`config.mk`:
```
export PLATFORM = sky130hd
export DESIGN_NAME = vm_sched
export DESIGN_NICKNAME = d
export VERILOG_FILES = /design/src/rtl/vm_pkg.sv /design/src/rtl/vm_rr_arb.sv /design/src/rtl/vm_sched.sv
export SDC_FILE = /design/constraint.sdc
export NUM_CORES = 1
export LEC_CHECK = 0
export CAP_MARGIN = 20
export CORE_MARGIN = 1.5
export CORE_UTILIZATION = 52
export CTS_CLUSTER_SIZE = 40
export DETAILED_ROUTE_END_ITERATION = 8
export PLACE_DENSITY = 0.79
export SYNTH_ARGS = -nofsm -noshare
export SYNTH_HDL_FRONTEND = slang
export SYNTH_SLANG_ARGS = --single-unit
```
`constraint.sdc`:
```
create_clock -name clk -period 2.6 [get_ports clk]
set_input_delay 0.39 -clock clk [delete_from_list [all_inputs] [get_ports clk]]
set_output_delay 0.39 -clock clk [all_outputs]
set_load 0.005 [all_outputs]
```
`src/rtl/vm_pkg.sv`:
```
// Shared types for the two-panel vending scheduler.
// No logic here; states, request kinds and credit width only.
// No flow control; consumers decide how the types are used.
package vm_pkg;

    // Width of each panel's credit counter.
    localparam int CW = 3;

    // Dispenser ownership phases.
    typedef enum logic [1:0] {
        ST_IDLE,
        ST_GRANT,
        ST_VEND,
        ST_CHANGE
    } vm_state_e;

    // Kind of request latched for a panel.
    typedef enum logic {
        REQ_VEND,
        REQ_REFUND
    } vm_req_e;

endpackage

```
`src/rtl/vm_rr_arb.sv`:
```
// Two-way round-robin arbiter choosing which panel gets the dispenser.
// Grant is combinational from req; priority pointer updates on the adv edge.
// No backpressure; the owner pulses adv only when it accepts the grant.
module vm_rr_arb (
    input  logic       clk,
    input  logic       rst_n,
    input  logic [1:0] req,
    input  logic       adv,
    output logic       gnt_vld,
    output logic       gnt
);

    // Panel that wins a tie; starts at panel 0.
    logic prio;

    assign gnt_vld = |req;
    assign gnt     = (req[0] && req[1]) ? prio : req[1];

    // The panel just served loses the next tie.
    always_ff @(posedge clk or negedge rst_n) begin
        if (!rst_n) begin
            prio <= 1'b0;
        end else if (adv && gnt_vld) begin
            prio <= ~gnt;
        end
    end

endmodule

```
`src/rtl/vm_sched.sv`:
```
// Two-panel credit/vend scheduler sharing one dispenser; optional idle refund via VM_SCHED_TIMEOUT_EN.
// sel->vend is 2 cycles from idle (GRANT, VEND); change follows one unit per cycle.
// Requests arriving while busy are latched; coins to the served or saturated panel are rejected.
module vm_sched
    import vm_pkg::*;
#(
    parameter int PRICE      = 3,
    parameter int MAX_CREDIT = 4,
    parameter int TIMEOUT    = 15
) (
    input  logic       clk,
    input  logic       rst_n,
    input  logic [1:0] coin,
    input  logic [1:0] sel,
    input  logic [1:0] cancel,
    output logic       vend,
    output logic       vend_id,
    output logic       chg,
    output logic [1:0] deny,
    output logic [1:0] reject,
    output logic       busy
);

    localparam logic [CW-1:0] PRICE_C = CW'(PRICE);
    localparam logic [CW-1:0] MAX_C   = CW'(MAX_CREDIT);

    vm_state_e          state, state_nxt;
    logic [1:0][CW-1:0] credit, credit_nxt;
    logic [1:0]         req_vld, req_vld_nxt;
    vm_req_e            req_typ     [2];
    vm_req_e            req_typ_nxt [2];
    logic               cur;
    logic [CW-1:0]      dec;
    logic               clr_req;
    logic [1:0]         cancel_eff;
    logic [1:0]         req_any;
    logic               arb_vld, arb_gnt, arb_adv;

    assign busy    = (state != ST_IDLE);
    // Same-cycle sel/cancel count so an idle dispenser grants without delay.
    assign req_any = req_vld | sel | cancel_eff;
    assign arb_adv = (state == ST_IDLE) && arb_vld;

    vm_rr_arb u_arb (
        .clk     (clk),
        .rst_n   (rst_n),
        .req     (req_any),
        .adv     (arb_adv),
        .gnt_vld (arb_vld),
        .gnt     (arb_gnt)
    );

`ifdef VM_SCHED_TIMEOUT_EN
    localparam int TW = $clog2(TIMEOUT + 1);

    logic [1:0][TW-1:0] idle_cnt;
    logic [1:0]         quiet;
    logic [1:0]         tmo;

    // A panel is quiet when it holds credit, sees no activity and is neither pending nor served.
    always_comb begin
        quiet = '0;
        tmo   = '0;
        for (int p = 0; p < 2; p++) begin
            quiet[p] = (credit[p] != '0) && !coin[p] && !sel[p] && !cancel[p] &&
                       !req_vld[p] && !(busy && cur == 1'(p));
            tmo[p]   = quiet[p] && (idle_cnt[p] == TW'(TIMEOUT - 1));
        end
    end

    // Idle counters restart on any activity and after posting a refund.
    always_ff @(posedge clk or negedge rst_n) begin
        if (!rst_n) begin
            idle_cnt <= '0;
        end else begin
            for (int p = 0; p < 2; p++) begin
                if (!quiet[p] || tmo[p]) begin
                    idle_cnt[p] <= '0;
                end else begin
                    idle_cnt[p] <= idle_cnt[p] + 1'b1;
                end
            end
        end
    end

    // An expired panel behaves exactly like a cancel.
    assign cancel_eff = cancel | tmo;
`else
    assign cancel_eff = cancel;
`endif

    // Dispenser FSM: grant decision, vend pulse, then one change unit per cycle.
    always_comb begin
        state_nxt = state;
        vend      = 1'b0;
        vend_id   = 1'b0;
        chg       = 1'b0;
        deny      = '0;
        dec       = '0;
        clr_req   = 1'b0;
        case (state)
            ST_IDLE: begin
                if (arb_vld) begin
                    state_nxt = ST_GRANT;
                end
            end
            ST_GRANT: begin
                clr_req = 1'b1;
                if (req_typ[cur] == REQ_REFUND) begin
                    state_nxt = (credit[cur] != '0) ? ST_CHANGE : ST_IDLE;
                end else if (credit[cur] >= PRICE_C) begin
                    state_nxt = ST_VEND;
                end else begin
                    deny[cur] = 1'b1;
                    state_nxt = ST_IDLE;
                end
            end
            ST_VEND: begin
                vend      = 1'b1;
                vend_id   = cur;
                dec       = PRICE_C;
                state_nxt = (credit[cur] != PRICE_C) ? ST_CHANGE : ST_IDLE;
            end
            ST_CHANGE: begin
                chg       = 1'b1;
                vend_id   = cur;
                dec       = CW'(1);
                state_nxt = (credit[cur] == CW'(1)) ? ST_IDLE : ST_CHANGE;
            end
            default: state_nxt = ST_IDLE;
        endcase
    end

    // Credit and request bookkeeping; the served panel's credit belongs to the FSM.
    always_comb begin
        credit_nxt  = credit;
        req_vld_nxt = req_vld;
        req_typ_nxt = req_typ;
        reject      = '0;
        for (int p = 0; p < 2; p++) begin
            if (busy && cur == 1'(p)) begin
                reject[p]     = coin[p];
                credit_nxt[p] = credit[p] - dec;
            end else if (coin[p]) begin
                if (credit[p] == MAX_C) begin
                    reject[p] = 1'b1;
                end else begin
                    credit_nxt[p] = credit[p] + 1'b1;
                end
            end
            if (clr_req && cur == 1'(p)) begin
                req_vld_nxt[p] = 1'b0;
            end
            // Refund wins over vend; a repeated request merges with the pending one.
            if (cancel_eff[p]) begin
                req_vld_nxt[p] = 1'b1;
                req_typ_nxt[p] = REQ_REFUND;
            end else if (sel[p] && !req_vld_nxt[p]) begin
                req_vld_nxt[p] = 1'b1;
                req_typ_nxt[p] = REQ_VEND;
            end
        end
    end

    // State, credit, pending requests and the served panel.
    always_ff @(posedge clk or negedge rst_n) begin
        if (!rst_n) begin
            state   <= ST_IDLE;
            credit  <= '0;
            req_vld <= '0;
            req_typ <= '{default: REQ_VEND};
            cur     <= 1'b0;
        end else begin
            state   <= state_nxt;
            credit  <= credit_nxt;
            req_vld <= req_vld_nxt;
            req_typ <= req_typ_nxt;
            if (arb_adv) begin
                cur <= arb_gnt;
            end
        end
    end

endmodule

```
==> flow_summary.yaml <==
status:
  outcome: "completed"
critical_path:
  critPathBufInv: 1
  slowest_delay_ns: 0.53
  crit_arrival_ns: 2.02
  required_ns: 2.21
  path_cells: "and3b_2 -> a31oi_1 -> nand2_1 -> nor3_1 -> clkdlybuf4s50_1"
  crit_type: "flop to primary output"
  critPathTopFamily: "simple AND/OR/NAND/NOR gates"
  crit_slowest_cell: "clkdlybuf4s50_1"
  startpoint_type: "flop"
  crit_path_max_fanout: 7
  cp-end-kind: "primary output"
power_and_ir_drop:
  p_clk_frac: 0.103
  power_density_nw_per_um2: 1090
  seq_power_share: 0.347
  switching_power_uw: 529
  ir_drop_v: 0.000595
  leakage_nw: 0.465
  combinationalPowerShare: 0.551
  p_int_uw: 716
  sw_frac_of_total: 0.425
logic_synthesis:
  postSynthNetCount: 120
  synthAdderAreaFrac: 0.0668
  synth_common_cells: "14 x dfrtp_1, 14 x nand2_1, 9 x nor2_1, 8 x inv_1, 6 x a21oi_1"
  netlist_instances: 108
  synth_edf_count: 0
  synth.area.top_cells: "dfrtp_1 36%, nand2_1 5.4%, buf_6 4.6%"
  yosys_warnings: 0
  yosys.area.top_type: "dfrtp_1"
  synth_compound_area_frac: 0.198
  yosysTopAreaCellShare: 0.359
  ys_seq_elements: 14
  syn_area_per_cell_um2: 9.02
  synth-simple-area-share: 0.239
  async_flop_share: 1.00
  synthMuxAreaShare: 0.0424
  synth_top_family_by_area: "simple AND/OR/NAND/NOR gates"
  synth_ff_type: "dfrtp_1"
  synthXorXnorAreaFrac: 0.0180
  seq_area_frac_synth: 0.359
  yosysUniqueCellTypes: 37
  netlist_area_um2: 975
sta:
  setup_ws_ns: 0.190
  period_needed_ns: 2.41
  period_share: 0.927
  fmax_mhz: 415
  tightestPinTransition_ns: 0.662
  setup_viol: 0
  tns_ns: 0
  clock_skew_ns: 0.000692
  finalMaxSlewViolations: 0
  rsz0062_at_grt: "no"
  slew_headroom: 0.557
  hold_violations: 0
final_layout:
  fin_util: 0.654
  n_antenna_cell: 0
  syn_to_final_growth_pct: 17.2
  final_nets: 137
  drive_above_1_share: 0.0894
  final_cells: 148
detailed_routing:
  postRouteAntennaNets: 0
  vias: 818
  routed_wl_um: 1940
  avgViaCountPerCell: 5.53
  first_pass_iters: 5
  wl_per_cell_um: 13.1
  drtIter0Drc: 25
  route.detailed.drc: 0
global_routing:
  antenna_found_initial: 0
  grt_usage: 0.208
  first_global_vias: 704
  grt_pass1_wl_um: 3130
  overflow: 0
  grt_max_degree: 15
clock_tree:
  cts_root_buffer: "clkbuf_4"
  clkTransAtPathRegs_ns: 0.09
  clk_latency_ns: 0.28
  cts_sinks: 14
  post_cts_buffers: 0
  cts_made_buffers: 3
  cts_max_level: 1
  ctsLongestPathBuffers: 2
  cts_tree: "built"
floorplanning:
  die_width_um: 46.3
  initial_core_util: 0.558
  die_h_um: 46.3
  fp-row-count: 15
  core_um2: 1750
  io-pin-count: 16
  dieArea_um2: 2140
placement:
  pre_cts_slack_ns: 0.475
  post-dp-hpwl_um: 1400
  port_buffers: 15
  place_inst: 145
  gp_congestion: 0.777
run:
  drv_cap: 0
hold_path:
  holdCritPathClass: "primary input to async pin"
[metal layers]
layer	up-vias	part of all wire	track usage
met1	381	0.48	0.301
met3	8	0.047	0.0353
met4	0	0.018	0.0857
li1	406	-	-
met2	23	0.45	0.306
met5	-	0	0
[cells in the final DEF, fill, tap and decap left out, types with 2 or more instances in the layout]
cell type | netlist | final
ha_1 | 2 | 2
inv_1 | 8 | 8
o21ai_0 | 5 | 5
fa_1 | 2 | 2
clkdlybuf4s50_1 | 0 | 15
nor2b_1 | 2 | 2
a21o_1 | 5 | 5
mux2i_1 | 3 | 3
nor3_1 | 4 | 4
o31ai_1 | 2 | 2
nor2_1 | 9 | 9
a21oi_1 | 6 | 6
nand2b_1 | 4 | 4
nand2_1 | 14 | 14
clkbuf_4 | 0 | 3
and2_1 | 3 | 3
dfrtp_1 | 14 | 13
[worst register-to-register path, delay by kind of cell, from the launching register on]
family	cells	cell delay, ns
simple gates	3	0.60
buf+inv	1	0.07
flops	1	0.56
fa+ha+maj	2	0.60
[cells by family after synthesis]
logic type,after synthesis
AO/OA/AOI/OAI,28
XOR/XNOR,2
adder cells (fa/ha/maj),4
buffers and inverters,12
flip-flops,14
multiplexers,4
AND/OR/NAND/NOR,44
[registers in the layout, indices dropped and copies added, names as in the netlist]
signal      flops
cur             1
req_vld         2
state           2
u_arb.prio      1
credit          6
req_typ         2
[per-stage QoR]
| step | hold slack (ns) | area [um^2] | total power, mW |
|---|---|---|---|
| 5_1_grt | 0.530 | 1140 | 1.37 |
| 2_1_floorplan | 0.0944 | 975 | 0.956 |
| 6_report | 0.505 | 1140 | 1.24 |
| 3_3_place_gp | 0.471 | 1120 | 1.09 |
| 4_1_cts | 0.504 | 1140 | 1.25 |
| 3_5_place_dp | 0.485 | 1120 | 1.11 |
[final timing paths]
check | to | start | slack (ns) | cells after the start
min | credit[1]$_DFFE_PN0P_ | rst_n | 0.50 | 1
max | deny[1] | credit[1]$_DFFE_PN0P_ | 0.19 | 5
min reg2reg | req_vld[0]$_DFF_PN0_ | req_vld[0]$_DFF_PN0_ | 0.51 | 2
max reg2reg | credit[1]$_DFFE_PN0P_ | state[0]$_DFFE_PN0P_ | 0.65 | 6
min in group clk | req_vld[0]$_DFF_PN0_ | req_vld[0]$_DFF_PN0_ | 0.51 | 2
max in group asynchronous | credit[1]$_DFFE_PN0P_ | rst_n | 1.64 | 1
[power by group through the flow]
stage                     Combinational (mW)  Clock [mW]  Sequential, mW
after floorplan                        0.572           0           0.384
after detailed placement               0.682           0           0.431
after global placement                 0.663           0           0.426
after CTS                              0.686       0.133           0.428
after global routing                   0.786       0.140           0.447
final                                  0.685       0.128           0.432
[cell type report]
class                   count  area, um^2
clock buffers               3        22.5
fillers                   161         603
inverters                   8        30.0
multi-input cells          82         549
flip-flops and latches     14         352
well taps                  25        31.3
repair buffers             16         158
[timing repair]
action                     CTS  global route
setup endpoints to repair    0             1
gates resized for setup      0             1
hold buffers                 0             0
(Power assumes the default switching activity.)
